`src/rtl/iomem_pixresp_pkg.sv`:
```
`default_nettype none
// ============================================================================
//  Module      : iomem_pixresp_pkg
//  Description : Shared definitions for the iomem pixel responder: register
//                offsets, CTRL/STATUS bit positions, bus FSM state encoding
//                and a small pop-count helper.
//  Revision    : 1.0 - initial release
// ============================================================================
package iomem_pixresp_pkg;

  // Word offsets decoded from iomem_addr[3:2]
  localparam logic [1:0] OFF_DATA   = 2'd0;
  localparam logic [1:0] OFF_STATUS = 2'd1;
  localparam logic [1:0] OFF_CTRL   = 2'd2;
  localparam logic [1:0] OFF_THRESH = 2'd3;

  // CTRL bit positions
  localparam int CTRL_EN_BIT     = 0;
  localparam int CTRL_IRQ_EN_BIT = 1;
  localparam int CTRL_FLUSH_BIT  = 2;

  // STATUS bit positions
  localparam int STATUS_OVF_BIT  = 8;
  localparam int STATUS_POPN_LSB = 12;

  // Single-byte DATA read of an empty FIFO: only the EMPTY flag is set
  localparam logic [31:0] DATA_EMPTY_WORD = 32'h0000_0100;

  // Bus handshake states
  typedef enum logic [1:0] {
    ST_IDLE = 2'd0,
    ST_ACK  = 2'd1,
    ST_HOLD = 2'd2
  } bus_state_e;

  // Number of bytes a packed DATA read takes: min(count, 4)
  function automatic logic [2:0] min4(input logic [8:0] cnt);
    return (cnt >= 9'd4) ? 3'd4 : cnt[2:0];
  endfunction

endpackage
`default_nettype wire

```
`src/rtl/pixel_fifo.sv`:
```
`default_nettype none
// ============================================================================
//  Module      : pixel_fifo
//  Description : Synchronous byte FIFO, DEPTH x 8. One push per cycle, a pop
//                of up to four bytes per cycle, synchronous flush, and a
//                four-byte lookahead port presenting the oldest bytes
//                (oldest in [7:0]).
//  Revision    : 1.0 - initial release
// ============================================================================
module pixel_fifo #(
  parameter int DEPTH = 16,
  parameter int CNT_W = 5
) (
  input  logic             clk,
  input  logic             reset,
  input  logic             push_i,
  input  logic [7:0]       din_i,
  input  logic             pop_i,
  input  logic [2:0]       pop_n_i,
  input  logic             flush_i,
  output logic [CNT_W-1:0] count_o,
  output logic             full_o,
  output logic [31:0]      look_o
);

  localparam int AW = $clog2(DEPTH);

  // Storage is not reset: slots beyond the count are never observed
  logic [7:0]       mem_q [DEPTH];
  logic [AW-1:0]    wp_q, wp_d;
  logic [AW-1:0]    rp_q, rp_d;
  logic [CNT_W-1:0] count_q, count_d;
  logic [CNT_W-1:0] pop_amt;
  logic             push_ok;

  // Next pointers and count; flush wins over any push or pop on the same edge
  always_comb begin
    full_o  = (count_q == CNT_W'(DEPTH));
    push_ok = push_i && !full_o && !flush_i;
    pop_amt = '0;
    if (pop_i && !flush_i) begin
      pop_amt = (CNT_W'(pop_n_i) > count_q) ? count_q : CNT_W'(pop_n_i);
    end
    rp_d    = rp_q + pop_amt[AW-1:0];
    wp_d    = wp_q + AW'(push_ok);
    count_d = count_q + CNT_W'(push_ok) - pop_amt;
    if (flush_i) begin
      rp_d    = wp_q;
      wp_d    = wp_q;
      count_d = '0;
    end
  end

  // Pointer and count registers
  always_ff @(posedge clk or posedge reset) begin
    if (reset) begin
      wp_q    <= '0;
      rp_q    <= '0;
      count_q <= '0;
    end else begin
      wp_q    <= wp_d;
      rp_q    <= rp_d;
      count_q <= count_d;
    end
  end

  // Byte storage write
  always_ff @(posedge clk) begin
    if (push_ok) begin
      mem_q[wp_q] <= din_i;
    end
  end

  // Lookahead of the four oldest bytes, pointers wrap modulo DEPTH
  always_comb begin
    look_o = '0;
    for (int i = 0; i < 4; i++) begin
      look_o[8*i +: 8] = mem_q[rp_q + AW'(i)];
    end
  end

  assign count_o = count_q;

endmodule
`default_nettype wire

```
`src/rtl/iomem_pixel_responder.sv`:
```
`default_nettype none
// ============================================================================
//  Module      : iomem_pixel_responder
//  Description : iomem bus responder that buffers an 8-bit pixel stream in a
//                FIFO for the CPU to drain through register reads, with a
//                level IRQ on a programmable fill threshold.
//                Optional feature macro IOMEM_PIXRESP_PACK4_EN: DATA reads
//                pop up to four bytes packed little-endian and STATUS[14:12]
//                reports how many the last DATA read popped.
//  Revision    : 1.0 - initial release
// ============================================================================
module iomem_pixel_responder
  import iomem_pixresp_pkg::*;
#(
  parameter logic [7:0] BASE_ADDR_HI = 8'h03,
  parameter int         DEPTH        = 16,
  parameter int         CNT_W        = 5
) (
  input  logic        clk,
  input  logic        reset,
  input  logic        iomem_valid,
  output logic        iomem_ready,
  input  logic [3:0]  iomem_wstrb,
  input  logic [31:0] iomem_addr,
  input  logic [31:0] iomem_wdata,
  output logic [31:0] iomem_rdata,
  input  logic [7:0]  pixel_in,
  input  logic        pixel_valid,
  output logic        pixel_ready,
  output logic        irq
);

  // Bus FSM and latched request
  bus_state_e       state_q;
  logic             ready_q;
  logic [31:0]      rdata_q;
  logic             req_wr_q;
  logic [1:0]       req_off_q;
  logic [15:0]      req_wdata_q;
  logic [1:0]       req_wstrb_q;
  logic [2:0]       req_popn_q;

  // Register file
  logic             en_q;
  logic             irq_en_q;
  logic             ovf_q;
  logic [CNT_W-1:0] thresh_q;
`ifdef IOMEM_PIXRESP_PACK4_EN
  logic [2:0]       last_popn_q;
`endif

  // FIFO interface
  logic [CNT_W-1:0] fifo_count;
  logic             fifo_full;
  logic [31:0]      fifo_look;

  logic             sel_d;
  logic             is_rd_d;
  logic [31:0]      rd_word_d;
  logic [2:0]       rd_popn_d;
  logic [31:0]      status_word_d;
  logic             commit_d;
  logic             data_rd_d;
  logic             pop_d;
  logic             wr_ctrl_d;
  logic             wr_thresh_d;
  logic             flush_d;
  logic             clr_ovf_d;
  logic             push_d;
  logic             ovf_set_d;
  logic [CNT_W-1:0] thresh_wr_d;

  assign sel_d   = iomem_valid && (iomem_addr[31:24] == BASE_ADDR_HI);
  assign is_rd_d = (iomem_wstrb == 4'b0000);

  // Read data and pop count, evaluated from the state seen when the request is sampled
  always_comb begin
    rd_word_d     = '0;
    rd_popn_d     = '0;
    status_word_d = '0;
    status_word_d[7:0]            = 8'(fifo_count);
    status_word_d[STATUS_OVF_BIT] = ovf_q;
`ifdef IOMEM_PIXRESP_PACK4_EN
    status_word_d[STATUS_POPN_LSB +: 3] = last_popn_q;
`endif
    case (iomem_addr[3:2])
      OFF_DATA: begin
`ifdef IOMEM_PIXRESP_PACK4_EN
        rd_popn_d = min4(9'(fifo_count));
        for (int i = 0; i < 4; i++) begin
          if (3'(i) < rd_popn_d) begin
            rd_word_d[8*i +: 8] = fifo_look[8*i +: 8];
          end
        end
`else
        if (fifo_count == '0) begin
          rd_word_d = DATA_EMPTY_WORD;
        end else begin
          rd_word_d = {24'b0, fifo_look[7:0]};
          rd_popn_d = 3'd1;
        end
`endif
      end
      OFF_STATUS: rd_word_d = status_word_d;
      OFF_CTRL: begin
        rd_word_d[CTRL_EN_BIT]     = en_q;
        rd_word_d[CTRL_IRQ_EN_BIT] = irq_en_q;
      end
      default: rd_word_d = 32'(thresh_q);
    endcase
  end

  // Bus handshake: one-cycle ack, then hold until the initiator drops valid
  always_ff @(posedge clk or posedge reset) begin
    if (reset) begin
      state_q     <= ST_IDLE;
      ready_q     <= 1'b0;
      rdata_q     <= '0;
      req_wr_q    <= 1'b0;
      req_off_q   <= '0;
      req_wdata_q <= '0;
      req_wstrb_q <= '0;
      req_popn_q  <= '0;
    end else begin
      case (state_q)
        ST_IDLE: begin
          if (sel_d) begin
            state_q     <= ST_ACK;
            ready_q     <= 1'b1;
            rdata_q     <= is_rd_d ? rd_word_d : '0;
            req_wr_q    <= !is_rd_d;
            req_off_q   <= iomem_addr[3:2];
            req_wdata_q <= iomem_wdata[15:0];
            req_wstrb_q <= iomem_wstrb[1:0];
            req_popn_q  <= is_rd_d ? rd_popn_d : '0;
          end
        end
        ST_ACK: begin
          state_q <= ST_HOLD;
          ready_q <= 1'b0;
          rdata_q <= '0;
        end
        ST_HOLD: begin
          if (!iomem_valid) begin
            state_q <= ST_IDLE;
          end
        end
        default: begin
          state_q <= ST_IDLE;
          ready_q <= 1'b0;
        end
      endcase
    end
  end

  // Side effects of the acknowledged request, applied at the edge closing the ack cycle
  assign commit_d    = (state_q == ST_ACK);
  assign data_rd_d   = commit_d && !req_wr_q && (req_off_q == OFF_DATA);
  assign pop_d       = data_rd_d && (req_popn_q != 3'd0);
  assign wr_ctrl_d   = commit_d && req_wr_q && (req_off_q == OFF_CTRL) && req_wstrb_q[0];
  assign wr_thresh_d = commit_d && req_wr_q && (req_off_q == OFF_THRESH) && req_wstrb_q[0];
  assign flush_d     = wr_ctrl_d && req_wdata_q[CTRL_FLUSH_BIT];
  assign clr_ovf_d   = commit_d && req_wr_q && (req_off_q == OFF_STATUS) &&
                       req_wstrb_q[1] && req_wdata_q[STATUS_OVF_BIT];
  assign thresh_wr_d = (req_wdata_q[CNT_W-1:0] > CNT_W'(DEPTH)) ?
                       CNT_W'(DEPTH) : req_wdata_q[CNT_W-1:0];

  // Pixel side: a pixel offered while enabled and full is dropped and flagged
  assign pixel_ready = en_q && !fifo_full;
  assign push_d      = pixel_valid && pixel_ready;
  assign ovf_set_d   = pixel_valid && en_q && fifo_full;

  // Control, threshold and overflow registers; a new overflow beats a same-edge clear
  always_ff @(posedge clk or posedge reset) begin
    if (reset) begin
      en_q     <= 1'b0;
      irq_en_q <= 1'b0;
      ovf_q    <= 1'b0;
      thresh_q <= '0;
`ifdef IOMEM_PIXRESP_PACK4_EN
      last_popn_q <= '0;
`endif
    end else begin
      if (wr_ctrl_d) begin
        en_q     <= req_wdata_q[CTRL_EN_BIT];
        irq_en_q <= req_wdata_q[CTRL_IRQ_EN_BIT];
      end
      if (wr_thresh_d) begin
        thresh_q <= thresh_wr_d;
      end
      if (ovf_set_d) begin
        ovf_q <= 1'b1;
      end else if (clr_ovf_d) begin
        ovf_q <= 1'b0;
      end
`ifdef IOMEM_PIXRESP_PACK4_EN
      if (data_rd_d) begin
        last_popn_q <= req_popn_q;
      end
`endif
    end
  end

  pixel_fifo #(
    .DEPTH (DEPTH),
    .CNT_W (CNT_W)
  ) u_fifo (
    .clk     (clk),
    .reset   (reset),
    .push_i  (push_d),
    .din_i   (pixel_in),
    .pop_i   (pop_d),
    .pop_n_i (req_popn_q),
    .flush_i (flush_d),
    .count_o (fifo_count),
    .full_o  (fifo_full),
    .look_o  (fifo_look)
  );

  assign iomem_ready = ready_q;
  assign iomem_rdata = rdata_q;
  assign irq = irq_en_q && (thresh_q != '0) && (fifo_count >= thresh_q);

  // Address, data and strobe bits outside the decoded fields are intentionally ignored
  logic w_unused_bits;
`ifdef IOMEM_PIXRESP_PACK4_EN
  assign w_unused_bits = ^{iomem_addr[23:4], iomem_addr[1:0], iomem_wdata[31:16],
                           req_wdata_q};
`else
  assign w_unused_bits = ^{iomem_addr[23:4], iomem_addr[1:0], iomem_wdata[31:16],
                           req_wdata_q, fifo_look[31:8]};
`endif

endmodule
`default_nettype wire

```
`config.mk`:
```
export PLATFORM = sky130hd
export DESIGN_NAME = iomem_pixel_responder
export DESIGN_NICKNAME = d
export VERILOG_FILES = /design/src/rtl/iomem_pixresp_pkg.sv /design/src/rtl/pixel_fifo.sv /design/src/rtl/iomem_pixel_responder.sv
export SDC_FILE = /design/constraint.sdc
export NUM_CORES = 1
export LEC_CHECK = 0
export ABC_AREA = 1
export CAP_MARGIN = 20
export CELL_PAD_IN_SITES_DETAIL_PLACEMENT = 0
export CELL_PAD_IN_SITES_GLOBAL_PLACEMENT = 1
export CORE_ASPECT_RATIO = 0.9
export CORE_MARGIN = 3
export CORE_UTILIZATION = 43
export DETAILED_ROUTE_END_ITERATION = 8
export GPL_TIMING_DRIVEN = 0
export HOLD_SLACK_MARGIN = 0.15
export MAX_ROUTING_LAYER = met4
export PLACE_DENSITY = 0.91
export SLEW_MARGIN = 0
export SYNTH_ARGS = -nofsm -noshare
export SYNTH_HDL_FRONTEND = slang
export SYNTH_SLANG_ARGS = --single-unit
export TNS_END_PERCENT = 100
```
`constraint.sdc`:
```
create_clock -name clk -period 2.99 [get_ports clk]
set_clock_uncertainty 0.2 [all_clocks]
set_input_delay 0.598 -clock clk [delete_from_list [all_inputs] [get_ports clk]]
set_output_delay 0.598 -clock clk [all_outputs]
set_load 0.005 [all_outputs]
```
==> metrics.txt, run 1 <==
Fin. Hold Viols 0; P&R area growth vs syn 18.24%; Skew-Pair Late Insertion Delay 0.43 ns; YS warnings 0; Min Clock Period, post-route 2.815 ns; routed via count 5718; post-route ant nets 0; Site Rows 46; Startpoint Class flip-flop; cell area after synthesis 0.008093 sq mm; ANT cells 0; sequential-to-total area share from yosys stat 61.41%; Worst Setup End Kind flip-flop; CP Class flip-flop to flip-flop; final-report max-slew violation count 0; fmax 0.3553 GHz; Max Cap Viol 0; syn_area_per_cell 10.10 sq um; global-route wire length before repair 28430 microns; fraction of layout cells with a size suffix above 1 11.73%; CTS tree built; die extent in x 150.6 microns; Buffers & Inverters on Critical Path 4; Reg2Reg Launch Point u_fifo.count_o[2]$_DFF_PP0_; Crit-path slowest cell dfrtp_1; R2R depth 15; crit path cell chain or2_4 > inv_4 > nand3_4 > o311a_4 > ha_1 > inv_1 > ha_2 > inv_1 > fa_2 > inv_2 > nand2_1 > nand2_1 > a21oi_1 > xor2_1 > nor2_1; number of remaining DRC errors 0; synth top area cells edfxtp_1 47%, dfrtp_1 14%, nand2_1 9.4%; PortBufs 42; Worst setup endpoint u_fifo.count_o[4]$_DFF_PP0_; vias in the first global route 5303; WL final 18440 microns; Unique masters post-synth 40; slowest stage delay, CP 0.42 ns; Util after Layout 53.12%; Data required, critical path 3.16 ns; #FFs+latches synth 173; Die H 136.1 microns; average wire per standard cell 16.12 microns; cell family with most CP delay adder cells; worst-margin pin slew 0.9388 ns; post-synth top area share 47.50%; RSZ-0062 raised after global routing true; remaining global-route overflow 0; nets 993; largest net degree at the start of global routing 33; CTS H-Tree Depth 4; placed cell count 1111; Clock transition at path regs 0.07 ns; Synth Instances 801; met2 Use GR 28.92%; GR Util met3 4.567%; CP Depth 15; initial antenna violation count 0; root buffer cell clkbuf_16; run status finished, final reports clean; worst rel slew slack 37.18%; CORE AREA 0.01801 sq mm; All-Layer GR Usage 19.09%; Post-synth top flop edfxtp_1; EDFF count, synth 128; Worst R2R Setup Slack 0.18 ns; TritonRoute pass-1 iters 7; worst hold slack 0.2465 ns; clock buffer depth 2; R2R Path End u_fifo.count_o[4]$_DFF_PP0_; Die ar. 0.02050 sq mm; Leak 4.156 nW; Fill cells 1545; Clock Sinks 173; Worst VDD drop 0.0004296 V; leading area contributor after synthesis edfxtp_1; Post-synth ARST share 26.01%; CP max FO 4; Crit. Startpoint u_fifo.count_o[2]$_DFF_PP0_; M1 GR Usage 26.06%; drt via density 4.998; num ports 115; Final setup viols 0; Initial Utilization 44.92%; Placer Congestion 0.8893; TritonCTS Buffers 17; arrival time at the worst endpoint 2.98 ns; part of the cycle the worst path needs 94.13%; DP HPWL 12740 microns; Power Dens Cells 685.8 mW/mm^2; global route hottest layer met2; initial DRC count 515; Finished Layout Cells 1144; Worst Hold Class input pin to async pin
==> worst min-delay path by stage <==
stage,to,from
CTS,u_fifo.count_o[2]$_DFF_PP0_,reset
finish,u_fifo.count_o[2]$_DFF_PP0_,reset
global placement,iomem_rdata[2]$_DFFE_PP0P_,iomem_rdata[2]$_DFFE_PP0P_
global route,u_fifo.count_o[2]$_DFF_PP0_,reset
detailed placement,iomem_rdata[2]$_DFFE_PP0P_,iomem_rdata[2]$_DFFE_PP0P_
floorplan,req_wdata_q[8]$_DFFE_PP0P_,req_wdata_q[8]$_DFFE_PP0P_
==> layer usage <==
metal  routed length [microns]  share of wire, %
met1                      8116                44
met2                      8436                46
met3                      1547               8.4
met4                       338               1.8
met5                         0                 0
==> report_power, final <==
part	internal, mW	switching (mW)	total [mW]
sequential	2.65	0.0635	2.71
clock	1.24	0.953	2.20
combinational	0.602	1.05	1.65
==> layout make-up <==
class / instances / area, sq um / share of cell area (%)
clock buffers: 17 / 425.4 / 4.446
multi-input cells: 504 / 2551 / 26.66
flip-flops and latches: 173 / 4970 / 51.94
well taps: 240 / 300.3 / 3.138
plain buffers: 50 / 320.3 / 3.347
repair buffers: 45 / 457.9 / 4.786
clock inverters: 14 / 157.7 / 1.647
inverters: 101 / 386.6 / 4.040
==> kinds of logic (layout without fill, tap and decap cells) <==
logic type / after synthesis / count (layout) / share of synthesized area (%)
buffers and inverters: 151 / 227 / 8.704
AND/OR/NAND/NOR: 373 / 373 / 20.41
adder cells (fa/ha/maj): 21 / 21 / 3.432
other: 2 / 29 / 0.09280
XOR/XNOR: 7 / 7 / 0.7576
flip-flops: 173 / 173 / 61.41
AO/OA/AOI/OAI: 74 / 74 / 5.195
==> synthesized netlist by cell type, types with 2 or more instances <==
cell type  instances
xor2_1             5
nand3_1           74
a21oi_1            9
buf_4             25
nor4_2             2
fa_1               2
nand4_1            4
conb_1             2
or2_2              3
buf_2             19
nor2_1            73
buf_6              2
edfxtp_1         128
o21ai_0           46
nand2_1          203
nand3_4            5
inv_1             95
inv_2              4
nor3_1             2
clkbuf_1           4
o211ai_1          12
xnor2_1            2
ha_1              19
dfrtp_1           45
==> cells in the final DEF, fill, tap and decap left out, drive strengths merged <==
cell type / count
o311a: 1
nor2: 76
dlymetal6s2s: 1
o21ai: 46
o211ai: 12
clkinv: 6
xor2: 5
clkinvlp: 1
o221ai: 1
clkdlybuf4s50: 41
clkbuf: 21
nand2: 204
a31oi: 1
conb: 29
nor3: 3
nand4: 5
o41ai: 1
inv: 106
bufinv: 2
dfrtp: 45
o22ai: 1
o31ai: 1
o21a: 1
nand3: 79
ha: 19
buf: 49
edfxtp: 128
a21oi: 9
nor4: 3
or2: 3
xnor2: 2
fa: 2
==> sequential cells by signal (all words and copies together) (netlist names) <==
register	cells
req_wstrb_q	2
iomem_rdata	9
u_fifo.mem_q	128
state_q	2
u_fifo.count_o	5
u_fifo.rp_q	4
u_fifo.wp_q	4
en_q	1
req_wr_q	1
req_wdata_q	6
req_off_q	2
ovf_q	1
irq_en_q	1
thresh_q	5
iomem_ready	1
req_popn_q	1
==> metrics by stage <==
stage / worst slack [ns] / power (mW) / TNS, ns / cell area [sq um]
final: 0.1754 / 6.563 / 0 / 9569
after CTS: 0.003650 / 6.523 / 0 / 9518
after detailed placement: 0.02584 / 4.347 / 0 / 8935
after global placement: 0.05564 / 4.320 / 0 / 8915
after floorplan: 0.3004 / 3.831 / 0 / 8194
after global routing: -0.01756 / 6.908 / -0.01756 / 9569
==> repair_timing <==
action | CTS | global route
resized for setup | 0 | 10
endpoints found under the setup margin | 0 | 4
setup buffers | 0 | 2
hold buffers | 0 | 0
(Power assumes the default switching activity.)
==> run 2: changes to the inputs <==
Settings changed: MAX_ROUTING_LAYER met4 to unset.
==> metrics.txt, run 2 (same netlist as run 1, synthesis figures left out) <==
Initial Utilization 44.92% (unchanged); Skew-Pair Late Insertion Delay 0.44 ns (about the same); TritonRoute pass-1 iters 4 (-3); final-report max-slew violation count 0 (unchanged); dpl cell area 0.008935 sq mm (unchanged); CORE AREA 0.01801 sq mm (unchanged); vias in the first global route 5325 (+0.41%); clock buffer depth 2 (unchanged); placed cell count 1111 (unchanged); GR Util met3 4.600% (+0.033 points); post-route ant nets 0 (unchanged); global route hottest layer met2; WL final 18430 microns (about the same); arrival time at the worst endpoint 2.99 ns (about the same); DP HPWL 12740 microns (unchanged); TritonCTS Buffers 17 (unchanged); nets 993 (unchanged); Die ar. 0.02050 sq mm (unchanged); Finished Cell Area 0.009569 sq mm (unchanged); num ports 115 (unchanged); Final setup viols 0 (unchanged); FF+latch area 0.004970 sq mm (unchanged); die extent in x 150.6 microns (unchanged); multi-input logic area 0.002551 sq mm (unchanged); Data required, critical path 3.16 ns (about the same); Fin. Hold Viols 0 (unchanged); Min Clock Period, post-route 2.824 ns (+0.009418 ns); remaining global-route overflow 0 (unchanged); average wire per standard cell 16.11 microns (about the same); number of remaining DRC errors 0 (unchanged); Worst VDD drop 0.0004300 V (about the same); CTS H-Tree Depth 4 (unchanged); Power Dens Cells 687.0 mW/mm^2 (+0.18%); run status finished, final reports clean; commonest non-fill, non-tap cells in the layout 203 x nand2_1, 128 x edfxtp_1, 92 x inv_1, 73 x nand3_1, 73 x nor2_1; Max Cap Viol 0 (unchanged); initial antenna violation count 0 (unchanged); cell family with most CP delay adder cells; All-Layer GR Usage 18.48% (-0.60 points); worst rel slew slack 37.93% (+0.75 points); max reg flops 128 (unchanged); Crit-path slowest cell dfrtp_1; commonest non-fill, non-tap cell in the layout nand2_1; met2 Use GR 28.77% (-0.15 points); CP max FO 4 (unchanged); Startpoint Class flip-flop; RSZ-0062 raised after global routing true; CP Class flip-flop to flip-flop; ANT cells 0 (unchanged); Worst Hold Class input pin to async pin; fmax 0.3541 GHz (-0.33%); global-route wire length before repair 28400 microns (-0.12%); Clock Sinks 173 (unchanged); Worst Setup End Kind flip-flop; fraction of layout cells with a size suffix above 1 11.73% (unchanged); Placer Congestion 0.8749 (-1.6%); routed via count 5702 (-0.28%); M1 GR Usage 25.86% (-0.20 points); worst hold slack 0.2424 ns (-0.004153 ns); root buffer cell clkbuf_16; drt via density 4.984 (-0.28%); PortBufs 42 (unchanged); Buffers & Inverters on Critical Path 4 (unchanged); Util after Layout 53.12% (unchanged); Clock transition at path regs 0.07 ns (about the same); Fill cells 1545 (unchanged); slowest stage delay, CP 0.42 ns (about the same); Leak 4.156 nW (unchanged); P&R area growth vs syn 18.24% (unchanged); worst-margin pin slew 0.9276 ns (-0.01120 ns); part of the cycle the worst path needs 94.45% (+0.31 points); crit path cell chain or2_4 > inv_4 > nand3_4 > o311a_4 > ha_1 > inv_1 > ha_2 > inv_1 > fa_2 > inv_2 > nand2_1 > nand2_1 > a21oi_1 > xor2_1 > nor2_1; CTS tree built; Finished Layout Cells 1144 (unchanged); most flop-heavy register u_fifo.mem_q; initial DRC count 491 (-4.7%); Site Rows 46 (unchanged); Die H 136.1 microns (unchanged); largest net degree at the start of global routing 33 (unchanged)
run 2: cell counts in the layout (fill, tap and decap cells not counted):
Identical to the previous run, type by type.
run 2: metrics by stage:
| step | setup TNS, ns | total power [mW] | worst slack, ns |
|---|---|---|---|
| after floorplan | 0 | 3.831 | 0.3004 |
| after global placement | 0 | 4.320 | 0.05564 |
| after detailed placement | 0 | 4.347 | 0.02584 |
| after CTS | 0 | 6.523 | 0.003650 |
| after global routing | -0.01755 | 6.906 | -0.01755 |
| final | 0 | 6.574 | 0.1660 |
run 2: final timing paths:
path                                          endpoint  slack (ns)                   startpoint  cells after the start
setup / recovery           u_fifo.count_o[4]$_DFF_PP0_        0.17  u_fifo.count_o[2]$_DFF_PP0_                     15
hold / removal             u_fifo.count_o[2]$_DFF_PP0_        0.24                        reset                      2
setup reg to reg           u_fifo.count_o[4]$_DFF_PP0_        0.17  u_fifo.count_o[2]$_DFF_PP0_                     15
hold reg to reg             iomem_rdata[1]$_DFFE_PP0P_        0.28   iomem_rdata[1]$_DFFE_PP0P_                      2
max in group asynchronous      iomem_ready$_DFFE_PP0P_        1.87                        reset                      3
min in group clk            iomem_rdata[1]$_DFFE_PP0P_        0.28   iomem_rdata[1]$_DFFE_PP0P_                      2
run 2: where the power goes:
group	leakage (nW)	internal [mW]	total (mW)	switching [mW]
registers	1.71	2.65	2.71	0.0637
logic	2.16	0.602	1.66	1.06
clock network	0.285	1.24	2.20	0.958
total	4.16	4.50	6.57	2.08
run 2: metal layers:
metal | part of all wire, % | routed length [microns] | vias up
li1 | - | - | 2780
met1 | 44 | 8168 | 2661
met2 | 45 | 8371 | 232
met3 | 8.3 | 1531 | 29
met4 | 1.9 | 359 | 0
met5 | 0 | 0 | -
run 2: layout make-up:
cell class | instances | area share (%)
Sequential cell | 173 | 51.94
Buffer | 50 | 3.347
Inverter | 101 | 4.040
Tap cell | 240 | 3.138
Clock buffer | 17 | 4.446
Multi-Input combinational cell | 504 | 26.66
Timing Repair Buffer | 45 | 4.786
Clock inverter | 14 | 1.647
run 2: repair_timing:
action | 4_1_cts | 5_1_grt
resized for setup | 0 | 10
setup buffers | 0 | 2
endpoints found under the setup margin | 0 | 4
hold buffers | 0 | 0
